`src/rtl/onewire_if.sv`:
```
// Command/response channel between host logic and the 1-Wire byte master.
// Valid/ready: a command transfers on a cycle where cmd_valid && cmd_ready;
// rsp_valid is a single-cycle pulse that the host must take (no back-pressure).
interface onewire_if;
   logic       cmd_valid;
   logic       cmd_ready;
   logic [1:0] cmd_op;
   logic [7:0] cmd_data;
   logic       rsp_valid;
   logic [7:0] rsp_data;
   logic       busy;

   // host side
   modport master (
      output cmd_valid, cmd_op, cmd_data,
      input  cmd_ready, rsp_valid, rsp_data, busy
   );

   // 1-Wire master side
   modport slave (
      input  cmd_valid, cmd_op, cmd_data,
      output cmd_ready, rsp_valid, rsp_data, busy
   );
endinterface

```
`src/rtl/onewire_master.sv`:
```
// Byte-level 1-Wire bus master: bus reset/presence, write byte, read byte.
// Drives an open-drain pad (pin_data fixed 0, pin_enable pulls the bus low).
// All slot timings are measured from the first SLOT_LOW cycle of each slot.
module onewire_master #(
   parameter int TICKS_PER_US = 12
) (
   input  logic       clk,
   input  logic       rst_n,
   onewire_if.slave   bus,
   output logic       pin_data,
   output logic       pin_enable,
   input  logic       pin_in,
   output logic [2:0] dbg_state_o
);

   typedef enum logic [2:0] {
      S_IDLE, S_RST_LOW, S_RST_WAIT, S_RST_REC, S_SLOT_LOW, S_SLOT_REL, S_DONE
   } state_t;

   localparam int CW = $clog2(480 * TICKS_PER_US);

   // terminal counts (last cycle of each phase, counter starts at 0)
   localparam logic [CW-1:0] C_RST_LOW  = CW'(480 * TICKS_PER_US - 1);
   localparam logic [CW-1:0] C_RST_WAIT = CW'(70 * TICKS_PER_US - 1);
   localparam logic [CW-1:0] C_RST_REC  = CW'(410 * TICKS_PER_US - 1);
   localparam logic [CW-1:0] C_SLOT     = CW'(70 * TICKS_PER_US - 1);
   localparam logic [CW-1:0] C_LOW_ONE  = CW'(6 * TICKS_PER_US - 1);
   localparam logic [CW-1:0] C_LOW_ZERO = CW'(60 * TICKS_PER_US - 1);
   localparam logic [CW-1:0] C_SAMPLE   = CW'(15 * TICKS_PER_US);

   localparam logic [1:0] OP_RESET = 2'b00;
   localparam logic [1:0] OP_WRITE = 2'b01;
   localparam logic [1:0] OP_READ  = 2'b10;

   state_t          state_q, state_d;
   logic [CW-1:0]   cnt_q, cnt_d;
   logic [2:0]      bit_q, bit_d;
   logic [1:0]      op_q, op_d;
   logic [7:0]      data_q, data_d;
   logic [7:0]      rx_q, rx_d;
   logic            pres_q, pres_d;
   logic [7:0]      rsp_q, rsp_d;
   logic            sync1_q, sync2_q;
   logic [CW-1:0]   low_end;

   // two-flop synchroniser for the asynchronous pad input (idle bus = 1)
   always_ff @(posedge clk or negedge rst_n) begin
      if (!rst_n) begin
         sync1_q <= 1'b1;
         sync2_q <= 1'b1;
      end else begin
         sync1_q <= pin_in;
         sync2_q <= sync1_q;
      end
   end

   // state, counters and datapath registers
   always_ff @(posedge clk or negedge rst_n) begin
      if (!rst_n) begin
         state_q <= S_IDLE;
         cnt_q   <= '0;
         bit_q   <= '0;
         op_q    <= '0;
         data_q  <= '0;
         rx_q    <= '0;
         pres_q  <= 1'b0;
         rsp_q   <= '0;
      end else begin
         state_q <= state_d;
         cnt_q   <= cnt_d;
         bit_q   <= bit_d;
         op_q    <= op_d;
         data_q  <= data_d;
         rx_q    <= rx_d;
         pres_q  <= pres_d;
         rsp_q   <= rsp_d;
      end
   end

   // a written 0 holds the bus low for most of the slot; reads and 1s pulse briefly
   assign low_end = (op_q == OP_WRITE && !data_q[bit_q]) ? C_LOW_ZERO : C_LOW_ONE;

   // next-state and datapath updates
   always_comb begin
      state_d = state_q;
      cnt_d   = cnt_q;
      bit_d   = bit_q;
      op_d    = op_q;
      data_d  = data_q;
      rx_d    = rx_q;
      pres_d  = pres_q;
      rsp_d   = rsp_q;
      case (state_q)
         S_IDLE: begin
            if (bus.cmd_valid) begin
               op_d   = bus.cmd_op;
               data_d = bus.cmd_data;
               cnt_d  = '0;
               bit_d  = '0;
               rx_d   = '0;
               case (bus.cmd_op)
                  OP_RESET: state_d = S_RST_LOW;
                  OP_WRITE,
                  OP_READ:  state_d = S_SLOT_LOW;
                  default: begin
                     state_d = S_DONE;
                     rsp_d   = 8'h00;
                  end
               endcase
            end
         end
         S_RST_LOW: begin
            cnt_d = cnt_q + CW'(1);
            if (cnt_q == C_RST_LOW) begin
               cnt_d   = '0;
               state_d = S_RST_WAIT;
            end
         end
         S_RST_WAIT: begin
            cnt_d = cnt_q + CW'(1);
            if (cnt_q == C_RST_WAIT) begin
               pres_d  = ~sync2_q;
               cnt_d   = '0;
               state_d = S_RST_REC;
            end
         end
         S_RST_REC: begin
            cnt_d = cnt_q + CW'(1);
            if (cnt_q == C_RST_REC) begin
               cnt_d   = '0;
               rsp_d   = {7'b0, pres_q};
               state_d = S_DONE;
            end
         end
         S_SLOT_LOW, S_SLOT_REL: begin
            // counter runs across both halves so it stays slot-relative
            cnt_d = cnt_q + CW'(1);
            if (cnt_q == C_SAMPLE) begin
               rx_d = {sync2_q, rx_q[7:1]};
            end
            if (state_q == S_SLOT_LOW && cnt_q == low_end) begin
               state_d = S_SLOT_REL;
            end
            if (state_q == S_SLOT_REL && cnt_q == C_SLOT) begin
               cnt_d = '0;
               if (bit_q == 3'd7) begin
                  bit_d   = '0;
                  rsp_d   = rx_q;
                  state_d = S_DONE;
               end else begin
                  bit_d   = bit_q + 3'd1;
                  state_d = S_SLOT_LOW;
               end
            end
         end
         S_DONE: begin
            state_d = S_IDLE;
         end
         default: begin
            state_d = S_IDLE;
         end
      endcase
   end

   assign pin_data      = 1'b0;
   assign pin_enable    = (state_q == S_RST_LOW) || (state_q == S_SLOT_LOW);
   assign bus.cmd_ready = (state_q == S_IDLE);
   assign bus.busy      = (state_q != S_IDLE);
   assign bus.rsp_valid = (state_q == S_DONE);
   assign bus.rsp_data  = rsp_q;
   assign dbg_state_o   = state_q;

endmodule

```
`src/flat_wrapper.sv`:
```
// flat-port wrapper written by rule: the top's interface ports become plain ports
module onewire_master_flat 
#(
   parameter int TICKS_PER_US = 12
)
  (clk, rst_n, pin_data, pin_enable, pin_in, dbg_state_o, bus_cmd_valid, bus_cmd_op, bus_cmd_data, bus_cmd_ready, bus_rsp_valid, bus_rsp_data, bus_busy);
  onewire_if bus_i ();
  input  logic clk;
  input  logic rst_n;
  output logic pin_data;
  output logic pin_enable;
  input  logic pin_in;
  output logic [2:0] dbg_state_o;
  input wire logic [$bits(bus_i.cmd_valid)-1:0] bus_cmd_valid;
  input wire logic [$bits(bus_i.cmd_op)-1:0] bus_cmd_op;
  input wire logic [$bits(bus_i.cmd_data)-1:0] bus_cmd_data;
  output wire logic [$bits(bus_i.cmd_ready)-1:0] bus_cmd_ready;
  output wire logic [$bits(bus_i.rsp_valid)-1:0] bus_rsp_valid;
  output wire logic [$bits(bus_i.rsp_data)-1:0] bus_rsp_data;
  output wire logic [$bits(bus_i.busy)-1:0] bus_busy;
  assign bus_i.cmd_valid = bus_cmd_valid;
  assign bus_i.cmd_op = bus_cmd_op;
  assign bus_i.cmd_data = bus_cmd_data;
  assign bus_cmd_ready = bus_i.cmd_ready;
  assign bus_rsp_valid = bus_i.rsp_valid;
  assign bus_rsp_data = bus_i.rsp_data;
  assign bus_busy = bus_i.busy;
  onewire_master #(.TICKS_PER_US(TICKS_PER_US)) u_core (.clk(clk), .rst_n(rst_n), .bus(bus_i), .pin_data(pin_data), .pin_enable(pin_enable), .pin_in(pin_in), .dbg_state_o(dbg_state_o));
endmodule
```
`config.mk`:
```
export PLATFORM = sky130hd
export DESIGN_NAME = onewire_master_flat
export DESIGN_NICKNAME = d
export VERILOG_FILES = /design/src/rtl/onewire_if.sv /design/src/rtl/onewire_master.sv /design/src/flat_wrapper.sv
export SDC_FILE = /design/constraint.sdc
export NUM_CORES = 1
export LEC_CHECK = 0
export ABC_AREA = 1
export CELL_PAD_IN_SITES_DETAIL_PLACEMENT = 0
export CELL_PAD_IN_SITES_GLOBAL_PLACEMENT = 1
export CORE_ASPECT_RATIO = 1.1
export CORE_MARGIN = 5
export CORE_UTILIZATION = 38
export DETAILED_ROUTE_END_ITERATION = 7
export GPL_ROUTABILITY_DRIVEN = 0
export GPL_TIMING_DRIVEN = 0
export PLACE_DENSITY = 0.84
export SLEW_MARGIN = 20
export SYNTH_ARGS = -nofsm -noshare
export SYNTH_HDL_FRONTEND = slang
export SYNTH_SLANG_ARGS = --single-unit
```
`constraint.sdc`:
```
create_clock -name clk -period 1.55 [get_ports clk]
set_clock_uncertainty 0.05 [all_clocks]
set_input_delay 0.2325 -clock clk [delete_from_list [all_inputs] [get_ports clk]]
set_output_delay 0.2325 -clock clk [all_outputs]
set_load 0.02 [all_outputs]
```
==> reports/metrics.csv, run 1 <==
stage,metric,value,unit
run,total of max-cap violations,0,
sta,fin crit period,1.86,ns
logic_synthesis,top cell type's share of synthesized area,0.434,
setup_path,Startpoint Class,flop,
power,Static Leak,1.80,nW
finish,nets,423,
setup_path,CP Capture Type,flop,
sta,Setup TNS Final,-8.63,ns
detailed_routing,drt total wl,6.70,mm
logic_synthesis,synthesis-stage register bit count,48,
logic_synthesis,Syn. warnings,0,
setup_path,CP Cell Sequence,ha_4 -> nand3_4 -> nor3_2 -> nand4_1 -> clkinv_2 -> nand3_4 -> nand2_4 -> nand2_4 -> nor3_4 -> buf_6 -> nor2_1,
global_route,Congestion Overflow GR,0,
logic_synthesis,largest cells by area after synthesis,"dfrtp_1 (43%), nand2_1 (9.0%), inv_1 (6.8%), nor2_1 (4.9%), nand3_1 (3.4%)",
detailed_routing,routed vias,2424,
clocking,Worst-path clk slew,0.09,ns
sta,Fin Hold WS,0.288,ns
detailed_routing,DR WL/cell,13.6,um
power,Tot Pwr,4.95,mW
clocking,clock buffer depth,2,
logic_synthesis,Mapped Cells,333,
logic_synthesis,largest area contributor in the netlist,dfrtp_1,
logic_synthesis,post-synthesis cell type count,34,
logic_synthesis,area of the mapped netlist,0.00266,mm2
clocking,worst skew pair latency,0.31,ns
floorplanning,die width,89.7,um
setup_path,reg2reg start,u_core.cnt_q[0],
sta,setup ws final,-0.309,ns
floorplanning,die height,97.7,um
logic_synthesis,register area share after synthesis,0.453,
setup_path,Critical Path Fanout Max,7,
floorplanning,die area,0.00876,mm2
sta,FMAX,538,MHz
global_route,initial antenna violation count,0,
place,Post-Place Setup Slack,-0.481,ns
outcome,status,"complete, but fails checks",
detailed_routing,post-DR vias/cell,4.94,
logic_synthesis,Syn Area/Cell,7.97,um2
sta,Slew Limit Fails,0,
sta,RSZ-0062 raised after global routing,true,
detailed_routing,drt pass-1 iters,4,
clocking,CTS sink cnt,48,
place,I/O Buffers,28,
power,Power per Cell Area,1290,mW/mm2
setup_path,Critical Setup Path Class,reg -> reg,
setup_path,slowest CP cell,dfrtp_1,
detailed_routing,ANT nets after route,0,
place,post-DP HPWL,4.55,mm
detailed_routing,drt first-iter violations,93,
sta,Setup Viol. Count Final,37,
logic_synthesis,Syn Nets,351,
floorplanning,cell row count,32,
sta,fin crit share,1.20,
min_path,hold_sp,pin_in,
floorplanning,io pins,30,
global_route,largest net degree at the start of global routing,31,
finish,ant diodes,0,
global_route,first-pass GRT wire length,10.6,mm
clocking,Root Buffer,clkbuf_8,
floorplanning,effective utilization at floorplan,0.383,
setup_path,"CP delay by family, top",simple AND/OR/NAND/NOR gates,
power,maximum vdd drop,0.670,mV
sta,Final Hold Fails,0,
floorplanning,Core Region,0.00693,mm2
global_route,vias in the first global route,2229,
setup_path,CP max stage delay,0.41,ns
detailed_routing,Residual DRC,0,
global_route,Overall Global Routing Usage,0.145,
setup_path,WP data arrival,2.00,ns
clocking,H-tree level count,2,
setup_path,crit path launch,u_core.cnt_q[0],
setup_path,CP Buf/Inv Count,2,
outcome,failing checks,setup timing,
finish,layout cell share with drive strength beyond 1,0.357,
clocking,TritonCTS Buffers,5,
finish,fill count,601,
setup_path,Critical Path RT,1.70,ns
finish,Area growth syn-to-layout,44.1,%
min_path,HP Class,in -> reg,
clocking,CTS tree,done,
final cells by class:
type                       count  area [um2]  share of cell area
inverter                      59         235              0.0615
tap                           85         106              0.0278
multi-input combinational    220        1480               0.387
sequential                    48        1210               0.316
timing repair buffer          65         596               0.156
clock inverter                 3        68.8              0.0180
clock buffer                   5        68.8              0.0180
buffer                         6        63.8              0.0167
kinds of logic (layout without fill, tap and decap cells):
family,count (synthesis),after routing,synth area share
and+or+nand+nor,159,159,0.287
buffers and inverters,65,138,0.0975
DFF,48,48,0.453
AOI/OAI and AO/OA,46,46,0.109
xor gates and xnor gates,10,10,0.0330
adders and majority gates,4,4,0.0189
other,1,1,0.00141
power by group:
part	switching [mW]	internal [mW]	total, mW
Sequential	0.274	1.61	1.88
Combinational	1.15	0.825	1.97
Clock	0.447	0.650	1.10
metrics by stage:
step | instance area [um2] | utilization | std cells
after floorplan | 2700 | - | 333
after global placement | 3080 | 0.445 | 446
after detailed placement | 3100 | 0.447 | 447
after CTS | 3540 | 0.511 | 476
after global routing | 3830 | 0.552 | 491
final | 3830 | 0.552 | 491
cells in the final DEF, fill, tap and decap left out, types with 9 or more instances in the layout:
cell,n
a21oi_1,9
buf_4,30
buf_6,10
clkdlybuf4s50_1,12
dfrtp_1,42
dlygate4sd2_1,11
inv_1,44
inv_2,9
nand2_1,55
nand2_2,11
nand3_1,14
nand4_1,9
nor2_1,27
o21ai_2,12
xor2_1,9
worst paths after layout:
kind                              endpoint  slack, ns  cells after the start
max                        u_core.cnt_q[4]      -0.31                     11
min                         u_core.sync1_q       0.29                      1
max reg2reg                u_core.cnt_q[4]      -0.31                     11
min reg2reg                 u_core.sync2_q       0.31                      0
max in group asynchronous   u_core.sync1_q       0.49                      3
min in group asynchronous  u_core.bit_q[2]       0.36                      2
flip-flops by register name, indices dropped and copies added, names as in the netlist:
name	count
u_core.rx_q	8
u_core.pres_q	1
u_core.bit_q	3
u_core.cnt_q	13
u_core.dbg_state_o	3
u_core.sync1_q	1
u_core.bus.rsp_data	8
u_core.data_q	8
u_core.sync2_q	1
u_core.op_q	2
synth_stat cells, drive strengths merged:
cell type / n
a21oi: 10
buf: 5
clkbuf: 1
clkinv: 1
conb: 1
dfrtp: 46
dfstp: 2
ha: 4
inv: 58
nand2: 70
nand3: 20
nand3b: 2
nand4: 9
nor2: 40
nor3: 15
nor4: 3
o21ai: 27
o22ai: 7
o31ai: 2
xor2: 10
what timing repair did:
item / in CTS / in global routing
hold buffers: 1 / 0
hold endpoints to repair: 18 / 0
pin swaps: 7 / 18
gates resized for setup: 69 / 46
cloned: 1 / 1
endpoints found under the setup margin: 60 / 41
setup buffers: 20 / 15
metal layers:
metal  up-vias  global-route usage  share of wire
met2        62               0.257           0.52
li1       1217                   -              -
met5         -                   0              0
met4         0              0.0430          0.014
met3         6              0.0318          0.040
met1      1139               0.174           0.43
Power figures use the tool's default switching activity.
==> run 2: changes to the inputs <==
- ABC_CLOCK_PERIOD_IN_PS: unset -> 1550
==> results of run 2 <==
Same layout as run 1: the final DEF is identical, and so are final timing and power.
